**src/rtl/axis_wr_pattern_gen.sv**
```systemverilog
// AXIS traffic source for the DDR write-bandwidth path: emits nburst bursts of
// seed-derived lane data and counts accepted beats and back-pressure stalls.
module axis_wr_pattern_gen #(
  parameter int DATA_WIDTH   = 64,
  parameter int BURST_LENGTH = 7
) (
  input  logic                    clk,
  input  logic                    rstn,
  input  logic                    start,
  input  logic [31:0]             nburst,
  input  logic [31:0]             seed,
  output logic                    m_axis_tvalid,
  output logic [DATA_WIDTH-1:0]   m_axis_tdata,
  output logic [DATA_WIDTH/8-1:0] m_axis_tstrb,
  output logic                    m_axis_tlast,
  input  logic                    m_axis_tready,
  output logic                    busy,
  output logic                    done,
  output logic [31:0]             beat_cnt,
  output logic [31:0]             stall_cnt
);

  localparam int LANES = DATA_WIDTH / 32;
  localparam int BIB_W = (BURST_LENGTH > 0) ? $clog2(BURST_LENGTH + 1) : 1;
  localparam logic [BIB_W-1:0] BIB_LAST = BIB_W'(BURST_LENGTH);
  localparam logic [39:0] BEATS_PER_BURST = 40'(BURST_LENGTH + 1);

  typedef enum logic [1:0] {IDLE, RUN, DONE} state_e;

  // Even 32-bit lanes carry w, odd lanes carry its complement.
  function automatic logic [DATA_WIDTH-1:0] lane_pattern(input logic [31:0] w);
    logic [DATA_WIDTH-1:0] d;
    d = '0;
    for (int i = 0; i < LANES; i++) begin
      d[i*32 +: 32] = (i % 2 == 0) ? w : ~w;
    end
    return d;
  endfunction

  function automatic logic [31:0] sat_inc32(input logic [31:0] v);
    return (v == 32'hFFFF_FFFF) ? v : v + 32'd1;
  endfunction

  state_e                  state_q;
  logic                    tvalid_q;
  logic [DATA_WIDTH-1:0]   tdata_q;
  logic [DATA_WIDTH/8-1:0] tstrb_q;
  logic                    tlast_q;
  logic                    busy_q;
  logic                    done_q;
  logic [31:0]             seed_q;
  logic [31:0]             beat_cnt_q;
  logic [31:0]             stall_cnt_q;
  logic [BIB_W-1:0]        bib_q;
  logic [39:0]             sent_q;
  logic [39:0]             total_q;

  logic                    hs;
  logic                    last_hs;
  logic [31:0]             beat_cnt_d;
  logic [31:0]             stall_cnt_d;
  logic [BIB_W-1:0]        bib_d;
  logic [39:0]             sent_d;

  always_comb begin
    hs          = tvalid_q & m_axis_tready;
    beat_cnt_d  = beat_cnt_q + 32'd1;
    stall_cnt_d = sat_inc32(stall_cnt_q);
    bib_d       = (bib_q == BIB_LAST) ? '0 : bib_q + 1'b1;
    sent_d      = sent_q + 40'd1;
    // The end test runs on a 40-bit beat count so large nburst never aliases.
    last_hs     = hs && (sent_d == total_q);
  end

  always_ff @(posedge clk or negedge rstn) begin
    if (!rstn) begin
      state_q     <= IDLE;
      tvalid_q    <= 1'b0;
      tdata_q     <= '0;
      tstrb_q     <= '0;
      tlast_q     <= 1'b0;
      busy_q      <= 1'b0;
      done_q      <= 1'b0;
      seed_q      <= '0;
      beat_cnt_q  <= '0;
      stall_cnt_q <= '0;
      bib_q       <= '0;
      sent_q      <= '0;
      total_q     <= '0;
    end else begin
      tstrb_q <= '1;
      case (state_q)
        IDLE: begin
          done_q <= 1'b0;
          if (start) begin
            beat_cnt_q  <= '0;
            stall_cnt_q <= '0;
            bib_q       <= '0;
            sent_q      <= '0;
            if (nburst != 32'd0) begin
              seed_q   <= seed;
              total_q  <= 40'(nburst) * BEATS_PER_BURST;
              tvalid_q <= 1'b1;
              tdata_q  <= lane_pattern(seed);
              tlast_q  <= (BIB_LAST == '0);
              busy_q   <= 1'b1;
              state_q  <= RUN;
            end else begin
              state_q  <= DONE;
            end
          end
        end
        RUN: begin
          if (tvalid_q && !m_axis_tready) begin
            stall_cnt_q <= stall_cnt_d;
          end
          if (hs) begin
            beat_cnt_q <= beat_cnt_d;
            sent_q     <= sent_d;
            bib_q      <= bib_d;
            if (last_hs) begin
              tvalid_q <= 1'b0;
              tdata_q  <= '0;
              tlast_q  <= 1'b0;
              busy_q   <= 1'b0;
              state_q  <= DONE;
            end else begin
              // Next beat's data is indexed by the post-handshake beat count.
              tdata_q  <= lane_pattern(seed_q + beat_cnt_d);
              tlast_q  <= (bib_d == BIB_LAST);
            end
          end
        end
        DONE: begin
          done_q  <= 1'b1;
          state_q <= IDLE;
        end
        default: begin
          state_q <= IDLE;
        end
      endcase
    end
  end

  assign m_axis_tvalid = tvalid_q;
  assign m_axis_tdata  = tdata_q;
  assign m_axis_tstrb  = tstrb_q;
  assign m_axis_tlast  = tlast_q;
  assign busy          = busy_q;
  assign done          = done_q;
  assign beat_cnt      = beat_cnt_q;
  assign stall_cnt     = stall_cnt_q;

endmodule

```
**config.mk**
```make
export PLATFORM = sky130hd
export DESIGN_NAME = axis_wr_pattern_gen
export DESIGN_NICKNAME = d
export VERILOG_FILES = /design/src/rtl/axis_wr_pattern_gen.sv
export SDC_FILE = /design/constraint.sdc
export NUM_CORES = 1
export LEC_CHECK = 0
export BUFFER_PORTS_ARGS = -buffer_cell sky130_fd_sc_hd__buf_2
export CAP_MARGIN = 40
export CORE_MARGIN = 2
export CORE_UTILIZATION = 30
export CTS_BUF_LIST = sky130_fd_sc_hd__clkbuf_4
export CTS_CLUSTER_DIAMETER = 100
export DETAILED_ROUTE_END_ITERATION = 8
export SLEW_MARGIN = 20
export SYNTH_ARGS = -nofsm -noshare
export SYNTH_HDL_FRONTEND = slang
export SYNTH_SLANG_ARGS = --single-unit
```
**constraint.sdc**
```tcl
create_clock -name clk -period 4.35 [get_ports clk]
set_input_delay 0.87 -clock clk [delete_from_list [all_inputs] [get_ports clk]]
set_output_delay 0.87 -clock clk [all_outputs]
set_load 0.1 [all_outputs]
```
After elaboration in Yosys (flattened, before gate mapping). Cells that the tools add are included.

Bits in registers: 241. Output and inout port bits: 140. Logic and storage cells: 79.

$add $sub $neg: 5. Equality and inequality tests: 12. Muxes and demuxes: 34. Bitwise gates (word level): 3. Reduce and logical (&&, ||, !) cells: 13.

Operator list (count): 2-to-1 mux 64 bit (4); 2-to-1 mux 32 bit (4); case mux 32 bit (2 select lines) (2); case mux 64 bit (2 select lines) (1); 2-to-1 mux 40 bit (2); case mux 40 bit (2 select lines) (1); adder 32 x 1 -> 32 bit, second input constant (2); inverter 32 bit (2); adder 40 x 1 -> 40 bit, second input constant (1); == test 40 x 35 -> 1 bit (1); adder 32 bit (1); == test 32 bit, second input constant (1); nonzero test 32 bit (1); != test 2 bit, second input constant (6); 2-to-1 mux 3 bit (3); AND reduction 3 bit (3); 2-to-1 mux 1 bit (8); 2-to-1 mux 2 bit (4); AND reduction 4 bit (2); == test 3 bit, second input constant (2); case mux 1 bit (2 select lines) (3); case mux 3 bit (2 select lines) (1); AND reduction 5 bit (1); case mux 2 bit (2 select lines) (1); 8 further kinds (10).

Depth between registers and ports, before layout.
Depth after elaboration: 6. Mapped depth: 19.

Worst setup path before layout. Ideal clock, no wire load.

Path type: reg2reg. Start point: register beat_cnt_q[7] (netlist: beat_cnt[7]). End point: register tdata_q[30] (netlist: m_axis_tdata[30]). Library setup time: 78 ps. Arrival: 4466 ps. Required time: 4272 ps. Slack: -194 ps. Stages on the path, launching flop included: 17. Path buffers: 3. Period minus slack after synthesis: 4544 ps. Cell sequence: dfrtp_1 > clkbuf_1 > nand3_1 > nor4_2 > and4_1 > and3_1 > clkbuf_1 > xor2_1 > ha_1 > clkbuf_1 > a21o_1 > a21o_1 > a21oi_1 > mux2_2 > a311oi_1 > nand3_1 > a21oi_1.

Longest elaborated chain between the ends: 5.

Ends and longest elaborated chain: start, declared (line 52) `logic [31:0] beat_cnt_q;`; start signal, assigned (line 118) `beat_cnt_q <= beat_cnt_d;`; adder 32 x 1 -> 32 bit (line 67) `beat_cnt_d = beat_cnt_q + 32'd1;`; adder 32 bit (line 129) `tdata_q <= lane_pattern(seed_q + beat_cnt_d);`; 2-to-1 mux 64 bit (line 121) `if (last_hs) begin`; 2-to-1 mux 64 bit (line 117) `if (hs) begin`; case mux 64 bit (2 select lines) (line 92) `case (state_q)`; end signal, assigned (line 104) `tdata_q <= lane_pattern(seed);`; end signal, assigned (line 129); end, declared (line 46) `logic [DATA_WIDTH-1:0] tdata_q;`.

No other way between the ends. The select of a mux whose other input is x is not followed. A chain may end at the register's enable or synchronous reset.

Worst setup path after layout.
Start point: register beat_cnt_q[0] (netlist: beat_cnt[0]). End point: register tdata_q[27] (netlist: m_axis_tdata[27]).

The elaborated chain is that of the path after synthesis.

==> impl_results.md <==
* Multi-input gate area at 0.00811 mm²
* Synth Area per Inst at 8.79 µm²
* Wire per inst at 18.3 µm
* Clock H-tree levels at 3
* CTS Buf Count at 71
* Die area at 0.0507 mm²
* Mapped Area at 0.0147 mm²
* Top Ports at 208
* Cell Chain, Critical Path: ha_1, and3_1, and3_1, nand3_1, xnor2_1, ha_1, nand3_1, nor2_1, o211ai_1, a21oi_1, o21ai_0, buf_4, nor4b_1, a311oi_1, a31oi_1, o21ai_0
* Slowest CP cell: a311oi_1
* Worst path buffer plus inverter count at 1
* Hpwl dp at 33.3 mm
* Setup Slack @ Placement at 0.446 ns
* Post-synth EDFFs at 0
* Layout net count at 1,986
* Area Growth Syn to Fin at 17.9%
* R2R Path Start: beat_cnt[0]$_DFFE_PN0P_
* Initial Util at 30.2%
* Critical path destination: m_axis_tdata[27]$_DFFE_PN0P_
* DIE HEIGHT at 225 µm
* Hold Crit Class: primary input to async pin
* Worst vdd ir at 337 µV
* Gpl congestion at 0.947
* CP delay by family, top: compound AO/OA/AOI/OAI gates
* Critical path depth in cells at 16
* Final hold violation count at 0
* Post-CTS setup buffers at 0
* Number of port buffers at 207
* Most common cell after layout, fill and taps aside: dfrtp_1
* Fin. max-slew vios at 0
* Max-cap violations at 0
* Worst Setup SP: beat_cnt[0]$_DFFE_PN0P_
* Ys Warns at 0
* Crit path time final at 4.00 ns
* Clock skew at 0.0490 ns
* Slew @ Worst Pin at 0.929 ns
* Register Area at 0.00604 mm²
* Worst r2r dst: m_axis_tdata[27]$_DFFE_PN0P_
* Worst Setup Path Type: flip-flop to flip-flop
* Status: completed
* Skew-Pair Late Insertion Delay at 0.79 ns
* Clock tree buffer depth at 3
* # fillers at 4,990
* Sum of negative setup slack at 0 ns
* Rel. slew slack at 38.0%
* Ys flop type: dfrtp_1
* DRC at 0
* Hold-fix buffers, CTS at 0
* Final worst slack at 0.346 ns
* Routed via count at 13,600
* Share of cells above drive strength 1 at 22.4%
* CP max FO at 7
* Reg2Reg Depth at 16
* Die width at 225 µm
* CTS Root Cell: clkbuf_4
* # resized after CTS at 0
* Hold slack final at 0.169 ns
* CTS tree: built
* Routed Antenna Nets at 0
* Vias per Instance at 5.31
* Type of origin of the critical path: flip-flop
* Fraction of registers with async set/reset at 100%
* Critical Path Max Stage Delay at 0.45 ns
* Reg-to-reg setup timing slack at 0.35 ns
* Most frequent cells in the layout: dfrtp_1 (233), nand2_1 (220), buf_2 (206)
* Routed wire length at 46.8 mm
* Worst-path clk slew at 0.07 ns
* Worst Path Required at 5.05 ns
* Count of cell types in the netlist at 68
* FP Rows at 81
* Fmax at 0.250 GHz
* Sequential-to-total area share from yosys stat at 41.1%
* CP arrival at 4.71 ns
* Final worst-path cycle share at 92.1%
* Overflow after GRT at 0
* GR Util All Layers at 18.3%
* Finish-stage setup viols at 0
* Setup crit end kind: flip-flop
* Vias in the first global route at 13,100
* DRT iter0 DRCs at 1,112
* Core area at 0.0486 mm²
* Antenna violations before repair at 4
* Mapped Cells at 1,669
* Synth Net Count at 1,783
* Post-synthesis register bit count at 241
* Leak at 7.83 nW
* Unrepaired setup endpoints after global routing: false
* Clock Sinks at 241
* Pwr Density at 646 mW/mm²
* First-pass GRT wire length at 73.0 mm
* Largest net degree at the start of global routing at 111
* DRT Pass-1 Iters at 7
cells in the mapped netlist (39+ instances only):
| library cell | n | area [µm²] |
|---|---|---|
| dfrtp_1 | 241 | 6030 |
| nand2_1 | 221 | 830 |
| nor2_1 | 148 | 556 |
| o21ai_0 | 134 | 671 |
| a21oi_1 | 122 | 611 |
| clkbuf_1 | 78 | 293 |
| xnor2_1 | 74 | 648 |
| nand3_1 | 69 | 345 |
| xor2_1 | 49 | 429 |
| ha_1 | 45 | 563 |
| a31oi_1 | 39 | 244 |
| or3_1 | 39 | 244 |
cell type report:
cell class,instances,share of cell area [%]
tap,622,4.50
antenna,6,0.0868
clock inverter,20,0.630
multi-input combinational,1297,46.9
clock buffer,108,4.69
inverter,22,0.478
sequential,241,34.9
timing repair buffer,239,7.80
cells by family (layout without fill, tap and decap cells):
family	after synthesis	count (layout)	share of synthesized area (%)
and+or+nand+nor	672	672	23.1
AOI/OAI and AO/OA	409	409	16.7
DFF	241	241	41.1
buffers and inverters	131	389	3.92
xor gates and xnor gates	126	126	7.81
adders and majority gates	47	47	4.04
muxes	42	42	3.22
other	1	7	0.0256
through the flow:
stage / power, mW / util (%) / std cells / area (µm²)
floorplan: 7.73 / - / 1669 / 14700
global placement: 8.88 / 33.6 / 2421 / 16400
detailed placement: 8.97 / 33.6 / 2421 / 16400
CTS: 11.3 / 35.5 / 2549 / 17300
global route: 11.8 / 35.5 / 2552 / 17300
finish: 11.2 / 35.5 / 2555 / 17300
sequential cells by signal, summed over array words and instances, names as in the netlist:
signal / flops
beat_cnt: 32
bib_q: 3
busy: 1
done: 1
m_axis_tdata: 64
m_axis_tlast: 1
m_axis_tstrb: 1
seed_q: 32
sent_q: 40
stall_cnt: 32
state_q: 2
total_q: 32
report_power, final:
part	switching [mW]	internal [mW]
clock	1.06	1.19
sequential	0.564	2.90
combinational	4.07	1.39
layer usage:
layer	global-route usage [%]	vias to the layer above	part of all wire [%]
met1	23.4	6580	43
met4	6.64	2	3.1
li1	-	6433	-
met3	4.75	90	7.2
met2	29.8	459	47
met5	0	-	0.034
how the worst min path moves through the flow:
| stage | start | slack (ns) | to | cells after the start |
|---|---|---|---|---|
| final | rstn | 0.17 | total_q[22]$_DFFE_PN0P_ | 1 |
| after global routing | rstn | 0.19 | total_q[22]$_DFFE_PN0P_ | 1 |
| after CTS | rstn | 0.16 | total_q[22]$_DFFE_PN0P_ | 1 |
| after detailed placement | seed_q[0]$_DFFE_PN0P_ | 0.47 | seed_q[0]$_DFFE_PN0P_ | 2 |
| after global placement | bib_q[2]$_DFFE_PN0P_ | 0.46 | bib_q[2]$_DFFE_PN0P_ | 2 |
| after floorplan | bib_q[2]$_DFFE_PN0P_ | 0.45 | bib_q[2]$_DFFE_PN0P_ | 2 |
(Power assumes the default switching activity.)
